## src/rtl/dmem_cache_responder.sv

```systemverilog
// dmem_cache_responder: responder for the CPU data-memory port.
// Direct-mapped, one word per line, write-through, no-write-allocate cache.
// Read misses and every write go to backing memory over an initiator port
// using the same request/ready handshake as the CPU side.
// Optional: define DMEM_CACHE_STATS_EN to add hit_count/miss_count outputs.
module dmem_cache_responder #(
    parameter int NUM_LINES = 16,
    parameter int ADDR_W    = 32
) (
    input  logic              clk,
    input  logic              rst,
    input  logic [ADDR_W-1:0] dmem_addr,
    input  logic              dmem_rd,
    input  logic              dmem_wr,
    input  logic [31:0]       dmem_wdata,
    output logic [31:0]       dmem_rdata,
    output logic              dmem_ready,
    output logic [ADDR_W-1:0] mem_addr,
    output logic              mem_rd,
    output logic              mem_wr,
    output logic [31:0]       mem_wdata,
    input  logic [31:0]       mem_rdata,
    input  logic              mem_ready
`ifdef DMEM_CACHE_STATS_EN
    ,
    output logic [31:0]       hit_count,
    output logic [31:0]       miss_count
`endif
);

    localparam int IDX_W = $clog2(NUM_LINES);
    localparam int TAG_W = ADDR_W - 2 - IDX_W;

    localparam logic [1:0] S_IDLE  = 2'd0;
    localparam logic [1:0] S_FILL  = 2'd1;
    localparam logic [1:0] S_WRITE = 2'd2;
    localparam logic [1:0] S_RESP  = 2'd3;

    logic [1:0]           state;
    logic [NUM_LINES-1:0] valid;
    logic [TAG_W-1:0]     tag_ram  [NUM_LINES];
    logic [31:0]          data_ram [NUM_LINES];
    logic                 wr_hit;    // write hit a valid line at acceptance

    // Lookup for the incoming CPU request.
    logic [IDX_W-1:0] req_idx;
    logic [TAG_W-1:0] req_tag;
    logic             hit;
    // The outstanding transaction's address lives in mem_addr, so the fill
    // and write-update index/tag are taken from there.
    logic [IDX_W-1:0] cur_idx;
    logic [TAG_W-1:0] cur_tag;
    // Byte offset is irrelevant for word-only accesses.
    logic             unused_addr_bits;

    assign req_idx          = dmem_addr[2+IDX_W-1:2];
    assign req_tag          = dmem_addr[ADDR_W-1:2+IDX_W];
    assign hit              = valid[req_idx] && (tag_ram[req_idx] == req_tag);
    assign cur_idx          = mem_addr[2+IDX_W-1:2];
    assign cur_tag          = mem_addr[ADDR_W-1:2+IDX_W];
    assign unused_addr_bits = ^dmem_addr[1:0];

    // Control FSM: request acceptance, backing transactions, CPU response.
    always_ff @(posedge clk) begin
        if (rst) begin
            state      <= S_IDLE;
            dmem_ready <= 1'b0;
            dmem_rdata <= '0;
            mem_rd     <= 1'b0;
            mem_wr     <= 1'b0;
            mem_addr   <= '0;
            mem_wdata  <= '0;
            valid      <= '0;
            wr_hit     <= 1'b0;
        end else begin
            case (state)
                S_IDLE: begin
                    if (dmem_wr) begin
                        // Write takes priority over a simultaneous read.
                        mem_wr    <= 1'b1;
                        mem_addr  <= {dmem_addr[ADDR_W-1:2], 2'b00};
                        mem_wdata <= dmem_wdata;
                        wr_hit    <= hit;
                        state     <= S_WRITE;
                    end else if (dmem_rd) begin
                        if (hit) begin
                            dmem_ready <= 1'b1;
                            dmem_rdata <= data_ram[req_idx];
                            state      <= S_RESP;
                        end else begin
                            mem_rd   <= 1'b1;
                            mem_addr <= {dmem_addr[ADDR_W-1:2], 2'b00};
                            state    <= S_FILL;
                        end
                    end
                end
                S_FILL: begin
                    if (mem_ready) begin
                        mem_rd           <= 1'b0;
                        valid[cur_idx]   <= 1'b1;
                        dmem_ready       <= 1'b1;
                        dmem_rdata       <= mem_rdata;
                        state            <= S_RESP;
                    end
                end
                S_WRITE: begin
                    if (mem_ready) begin
                        mem_wr     <= 1'b0;
                        dmem_ready <= 1'b1;
                        dmem_rdata <= '0;
                        state      <= S_RESP;
                    end
                end
                S_RESP: begin
                    dmem_ready <= 1'b0;
                    dmem_rdata <= '0;
                    state      <= S_IDLE;
                end
                default: state <= S_IDLE;
            endcase
        end
    end

    // Tag/data arrays: fill on read completion, update on write-hit completion.
    always_ff @(posedge clk) begin
        if (!rst && state == S_FILL && mem_ready) begin
            tag_ram[cur_idx]  <= cur_tag;
            data_ram[cur_idx] <= mem_rdata;
        end else if (!rst && state == S_WRITE && mem_ready && wr_hit) begin
            data_ram[cur_idx] <= mem_wdata;
        end
    end

`ifdef DMEM_CACHE_STATS_EN
    // Read hit/miss counters, bumped on the acceptance cycle only.
    always_ff @(posedge clk) begin
        if (rst) begin
            hit_count  <= '0;
            miss_count <= '0;
        end else if (state == S_IDLE && !dmem_wr && dmem_rd) begin
            if (hit) hit_count  <= hit_count + 32'd1;
            else     miss_count <= miss_count + 32'd1;
        end
    end
`endif

endmodule

```

## config.mk

```make
export PLATFORM = sky130hd
export DESIGN_NAME = dmem_cache_responder
export DESIGN_NICKNAME = d
export VERILOG_FILES = /design/src/rtl/dmem_cache_responder.sv
export SDC_FILE = /design/constraint.sdc
export NUM_CORES = 1
export LEC_CHECK = 0
export ABC_AREA = 1
export BUFFER_PORTS_ARGS = -buffer_cell sky130_fd_sc_hd__buf_2
export CORE_MARGIN = 1
export CORE_UTILIZATION = 50
export DETAILED_ROUTE_END_ITERATION = 10
export PLACE_DENSITY = 0.67
export SLEW_MARGIN = 20
export SYNTH_ARGS = -nofsm -noshare
export SYNTH_HDL_FRONTEND = slang
export SYNTH_SLANG_ARGS = --single-unit
```

## constraint.sdc

```tcl
create_clock -name clk -period 3.56 [get_ports clk]
set_clock_uncertainty 0.2 [all_clocks]
set_input_delay 0.356 -clock clk [delete_from_list [all_inputs] [get_ports clk]]
set_output_delay 0.356 -clock clk [all_outputs]
set_load 0.005 [all_outputs]
```

### Word level (Yosys, flattened, before mapping)

Memory sizes are Yosys's and may differ from the RTL's.
Cells that the tools add are included.

| word-level totals | value |
|---|---|
| memories | 2 |
| input bits | 101 |
| word-level logic and storage cells | 87 |
| bits in registers | 118 |
| latch bits | 0 |
| memory bits (writable) | 928 |
| bits in read-only memories | 0 |

| cells by class | value |
|---|---|
| bitwise logic cells | 2 |
| reductions and logical operators | 21 |
| shifts and indexed selects | 0 |
| multiplexer cells | 36 |
| order comparisons | 3 |
| multiply operators | 0 |
| equal/unequal tests | 14 |
| div/mod/pow operators | 0 |
| $add $sub $neg | 0 |

Memories:

| memory | depth | width | rd ports | clocked after memory_dff | write ports | line | RTL |
|---|---|---|---|---|---|---|---|
| data_ram | 16 | 32 | 1 | 0 | 1 | 42 | `logic [31:0] data_ram [NUM_LINES];` |
| tag_ram | 16 | 26 | 1 | 0 | 1 | 41 | `logic [TAG_W-1:0] tag_ram [NUM_LINES];` |

Operator list:

| kind | number |
|---|---|
| $mux 32 | 9 |
| $pmux 32 s4 | 1 |
| $eq 26x26->1 | 1 |
| $mux 1 | 16 |
| $ne 2x2->1 const B | 8 |
| $or 16x16->16 | 1 |
| $lt 4x5->1 const B | 2 |
| $reduce_and 5->1 | 2 |
| $mux 2 | 4 |
| $logic_and 1x1->1 | 7 |
| $pmux 2 s3 | 1 |
| $reduce_and 2->1 | 3 |
| $reduce_and 3->1 | 2 |
| $reduce_bool 2->1 | 3 |
| $bmux 1 s4 | 1 |
| $demux 1 s4 | 1 |
| $eq 2x2->1 const B | 2 |
| $ge 4x1->1 const B | 1 |
| $pmux 1 s2 | 2 |
| $reduce_and 4->1 | 1 |
| $ne 3x3->1 const B | 1 |
| $pmux 1 s3 | 1 |
| $eq 2x1->1 const B | 1 |
| $logic_not 2->1 | 1 |
| 4 further kinds | 4 |

### Longest topological paths before layout

| depth | value |
|---|---|
| depth in word-level cells | 8 |
| depth in mapped cells | 22 |
| depth with buffers taken out | 19 |

### Worst setup path after synthesis

No wires, ideal clock.

| timing path | value |
|---|---|
| path kind | input to register |
| start | input port rst |
| end | memory tag_ram[14][0] (netlist name) (enable) |
| stages on the path | 5 |
| data arrival time | 2110 ps |
| data required time | 2951 ps |
| path buffers | 2 |
| setup time | 409 ps |
| slack | 841 ps |
| cell sequence | clkbuf_1 inv_1 nand3_1 clkbuf_1 nor2_1 |

| between the ends | value |
|---|---|
| word-level cells in the longest chain between the ends | 5 |

Ends and longest elaborated chain:

| what | line | RTL |
|---|---|---|
| start, declared | 11 | `input logic rst,` |
| $logic_not 1->1 | 126 | `if (!rst && state == S_FILL && mem_ready) begin` |
| $logic_and 1x1->1 (2 in a row) | 126 |  |
| $mux 1 | 126 |  |
| $mux 1 (implied by the code) | 127 | `tag_ram[cur_idx] <= cur_tag;` |
| end, declared | 41 |  |

Every way passes these cells.

### Worst setup path in the final report

| timing path | value |
|---|---|
| start | register state[1] |
| end | register state[0] |

| between the ends | value |
|---|---|
| word-level cells in the longest chain between the ends | 4 |

Ends and longest elaborated chain:

| what | line | RTL |
|---|---|---|
| start, declared | 39 | `logic [1:0] state;` |
| start signal, assigned | 66 | `state <= S_IDLE;` |
| start signal, assigned | 84 | `state <= S_WRITE;` |
| start signal, assigned | 89 | `state <= S_RESP;` |
| $eq 2x1->1 / $eq 2x2->1 (equally long branches) | 76 | `case (state)` |
| $reduce_or 2->1 (no line) | n/a |  |
| $ne 2x1->1 (no line) | n/a |  |
| $reduce_and 2->1 (no line) | n/a |  |

Several ways; a longest one is shown, not always the timed one.
A chain may end at the register's enable or synchronous reset.

==> run_results.csv <==
group,metric,value,unit
outcome,status,"completed",
detailed_routing,ant_nets,0,
timing,setup_viol_count_final,0,
die,row_count,106,
timing,min_period,3.234,ns
detailed_routing,vias_per_cell,5.609,
die,die_w,294.5,um
placement,gp_congestion,0.8143,
timing,fin_ws,0.3257,ns
synth,yosysSeqAreaShare,0.7055,
detailed_routing,initialDrtViolationCount,2817,
timing,clock.fmax,309.2,MHz
synth,netlist_area,42790,um^2
clocking,htree_levels,3,
layout,areaGrowthSynthToFinish,17.89,%
layout,n_antenna_cell,0,
critical_path,worst-path-max-fanout,10,
die,ios,200,
timing,hold_slack,0.03983,ns
die,dieHeight,294.5,um
detailed_routing,drc,0,
grt,grt_pass1_wl,173.7,mm
placement,portBuffers,195,
clocking,clkLatencyLatePin,0.70,ns
detailed_routing,routedWlPerCell,21.40,um
die,core,84220,um^2
synth,ys_ff_latch,1044,
timing,hold_violations,0,
synth,synth_area_leaders,"edfxtp_1, dfxtp_1, nand2_1, o21ai_0, nor2_1",
synth,yosysTopAreaCell,"edfxtp_1",
synth,yosysWarnings,0,
grt,first_global_vias,29020,
grt,grt.overflow.total,0,
synth,synth_area_per_cell,11.07,um^2
placement,preCtsSetupSlack,0.1237,ns
critical_path,startpoint_type,"flip-flop",
critical_path,crit_slowest_cell,"dlygate4sd3_1",
layout,layout-drive-gt1-share,0.1284,
critical_path,critical_path_class,"flip-flop to flip-flop",
detailed_routing,wl,114.9,mm
power_and_ir_drop,sw_frac_of_total,0.2728,
clocking,cts_tree,"yes",
timing,max_slew_margin,0.3692,
grt,antenna_found_initial,0,
die,dieArea,86750,um^2
grt,grtUsageTotal,0.2662,
clocking,cts-root-buf,"clkbuf_16",
power_and_ir_drop,p_per_area,611.3,nW/um^2
critical_path,endpoint_kind,"flip-flop",
layout,final_core_util,0.5990,
clocking,post_cts_buffers,0,
critical_path,r2r_slack,0.33,ns
grt,grt_max_degree,169,
critical_path,cp.required,3.94,ns
critical_path,cpPeakStageDelay,0.58,ns
timing,slew_viol_final,0,
power_and_ir_drop,p_leak,0.01886,uW
clocking,numCtsBuffers,107,
timing,rsz0062_at_grt,"no",
clocking,clock_sink_count,1044,
detailed_routing,firstDrtPassIters,5,
power_and_ir_drop,p_int,22430,uW
power_and_ir_drop,pwr-share-comb,0.149,
die,start_util,0.5081,
critical_path,cpMostUsedCell,"inv_1",
critical_path,crit_chain,"inv_1 -> ha_2 -> inv_1 -> nor2_1 -> inv_1 -> o22ai_1 -> dlygate4sd3_1 -> inv_1 -> o21ai_0 -> a31oi_1 -> dlygate4sd3_1",
synth,synth_top_area_frac,0.6512,
timing,tightestPinTransition,0.9463,ns
synth,synth_cell_types,29,
hold_path,whs_path_depth,5,
power_and_ir_drop,power_frac_clock,0.366,
flow_run,maxCapViolCount,0,
timing,setup-tns-final,0,ns
detailed_routing,num_vias,30120,
placement,hpwl,63.23,mm
timing,min_period_over_period,0.9085,
clocking,clk_pin_slew,0.06,ns
power_and_ir_drop,ir_drop,0.4580,mV
layout,nets,4249,
power_and_ir_drop,seq_power_share,0.484,
hold_path,hp-class,"input pin to flip-flop",
clocking,clockBufferDepth,3,
synth,syn_inst,3864,
critical_path,ff2ff_path_depth,11,
power_and_ir_drop,netSwitchingPower,8412,uW
critical_path,crit_arrival,3.62,ns
## final timing paths
check / end / start
setup reg to reg: state[0] / state[1]
setup / recovery: state[0] / state[1]
hold reg to reg: mem_wdata[5] / mem_wdata[5]
hold / removal: dmem_rdata[24] / mem_rdata[24]
## synthesized netlist by cell type
library cell,count
edfxtp_1,928
nand2_1,618
nor2_1,559
o21ai_0,436
nand3_1,306
inv_1,293
clkbuf_1,152
o22ai_1,120
dfxtp_1,116
a21oi_1,80
buf_2,69
o221ai_1,37
o211ai_1,35
a22oi_1,32
o21ai_1,27
buf_1,24
buf_4,10
ha_1,4
nand3b_1,4
a31oi_1,2
inv_2,2
nand2_2,2
nand4_1,2
a21boi_4,1
a21o_1,1
clkinv_1,1
conb_1,1
nand3_2,1
or2_2,1
## power groups by stage
stage	combinational (uW)	clock, uW	sequential (uW)
floorplan	2490	0	15000
global placement	4360	0	15200
detailed placement	4430	0	15200
CTS	4560	11400	14900
global route	5070	11900	15000
finish	4610	11300	14900
## logic make-up (layout without fill, tap and decap cells)
| logic type | Yosys count | after routing | synth area share |
|---|---|---|---|
| buf+inv | 551 | 922 | 0.05123 |
| compound gates | 771 | 771 | 0.1013 |
| flops | 1044 | 1044 | 0.7055 |
| fa+ha+maj | 4 | 4 | 0.001170 |
| other cells | 1 | 2 | 0.00008764 |
| simple gates | 1493 | 1493 | 0.1407 |
## cell usage in the layout, fill, tap and decap left out, types with 3 or more instances in the layout
master / instances
clkbuf_8: 18
inv_2: 17
nand2_1: 617
inv_1: 275
clkinv_1: 10
bufinv_16: 6
nor2_1: 541
clkinvlp_4: 3
o211ai_1: 35
buf_12: 39
ha_1: 3
a22oi_1: 32
nor2_4: 18
o21ai_0: 436
buf_16: 4
buf_2: 191
dfxtp_1: 116
o22ai_1: 120
dlygate4sd3_1: 93
nand3b_1: 4
inv_16: 3
o21ai_1: 27
buf_4: 95
nand3_1: 305
a21oi_1: 80
o221ai_1: 37
clkinv_2: 20
clkbuf_16: 111
edfxtp_1: 928
clkbuf_1: 26
## layer usage
metal,track usage,share of wire,up-vias
met2,0.4376,0.48,1319
li1,-,-,14050
met1,0.3545,0.41,14490
met4,0.1087,0.036,0
met5,0,0,-
met3,0.04072,0.080,251
## stage by stage
step           instance area [um^2]  power [uW]  cells
2_1_floorplan                 42790       17500   3865
3_3_place_gp                  45780       19510   5071
3_5_place_dp                  45830       19610   5073
4_1_cts                       50370       30920   5367
5_1_grt                       50450       32000   5370
6_report                      50450       30840   5370
## what timing repair did
action,4_1_cts,5_1_grt
hold buffers,93,0
hold endpoints to repair,394,0
gates resized for setup,0,0
## worst max-delay path: cells and delay by family (launching register included)
family	cells	cell delay, ns
AOI/OAI and AO/OA	3	0.33
adders and majority gates	1	0.38
buffers and inverters	6	1.66
DFF	1	0.34
and+or+nand+nor	1	0.20
## area by class of cell
cell class / instances / area [um^2]
clock buffer: 155 / 3123
clock inverter: 46 / 485.5
tap: 1134 / 1419
sequential: 1044 / 30190
timing repair buffer: 425 / 3528
multi-input combinational: 2270 / 10570
fill: 6669 / 33770
inverter: 296 / 1131
## sequential cells by signal, summed over array words and instances (netlist names)
| register | flops |
|---|---|
| data_ram | 512 |
| dmem_rdata | 32 |
| state | 2 |
| mem_rd | 1 |
| valid | 16 |
| dmem_ready | 1 |
| mem_addr | 30 |
| tag_ram | 416 |
| mem_wdata | 32 |
| mem_wr | 1 |
| wr_hit | 1 |
Note: power is estimated with default switching activity, not from simulation.
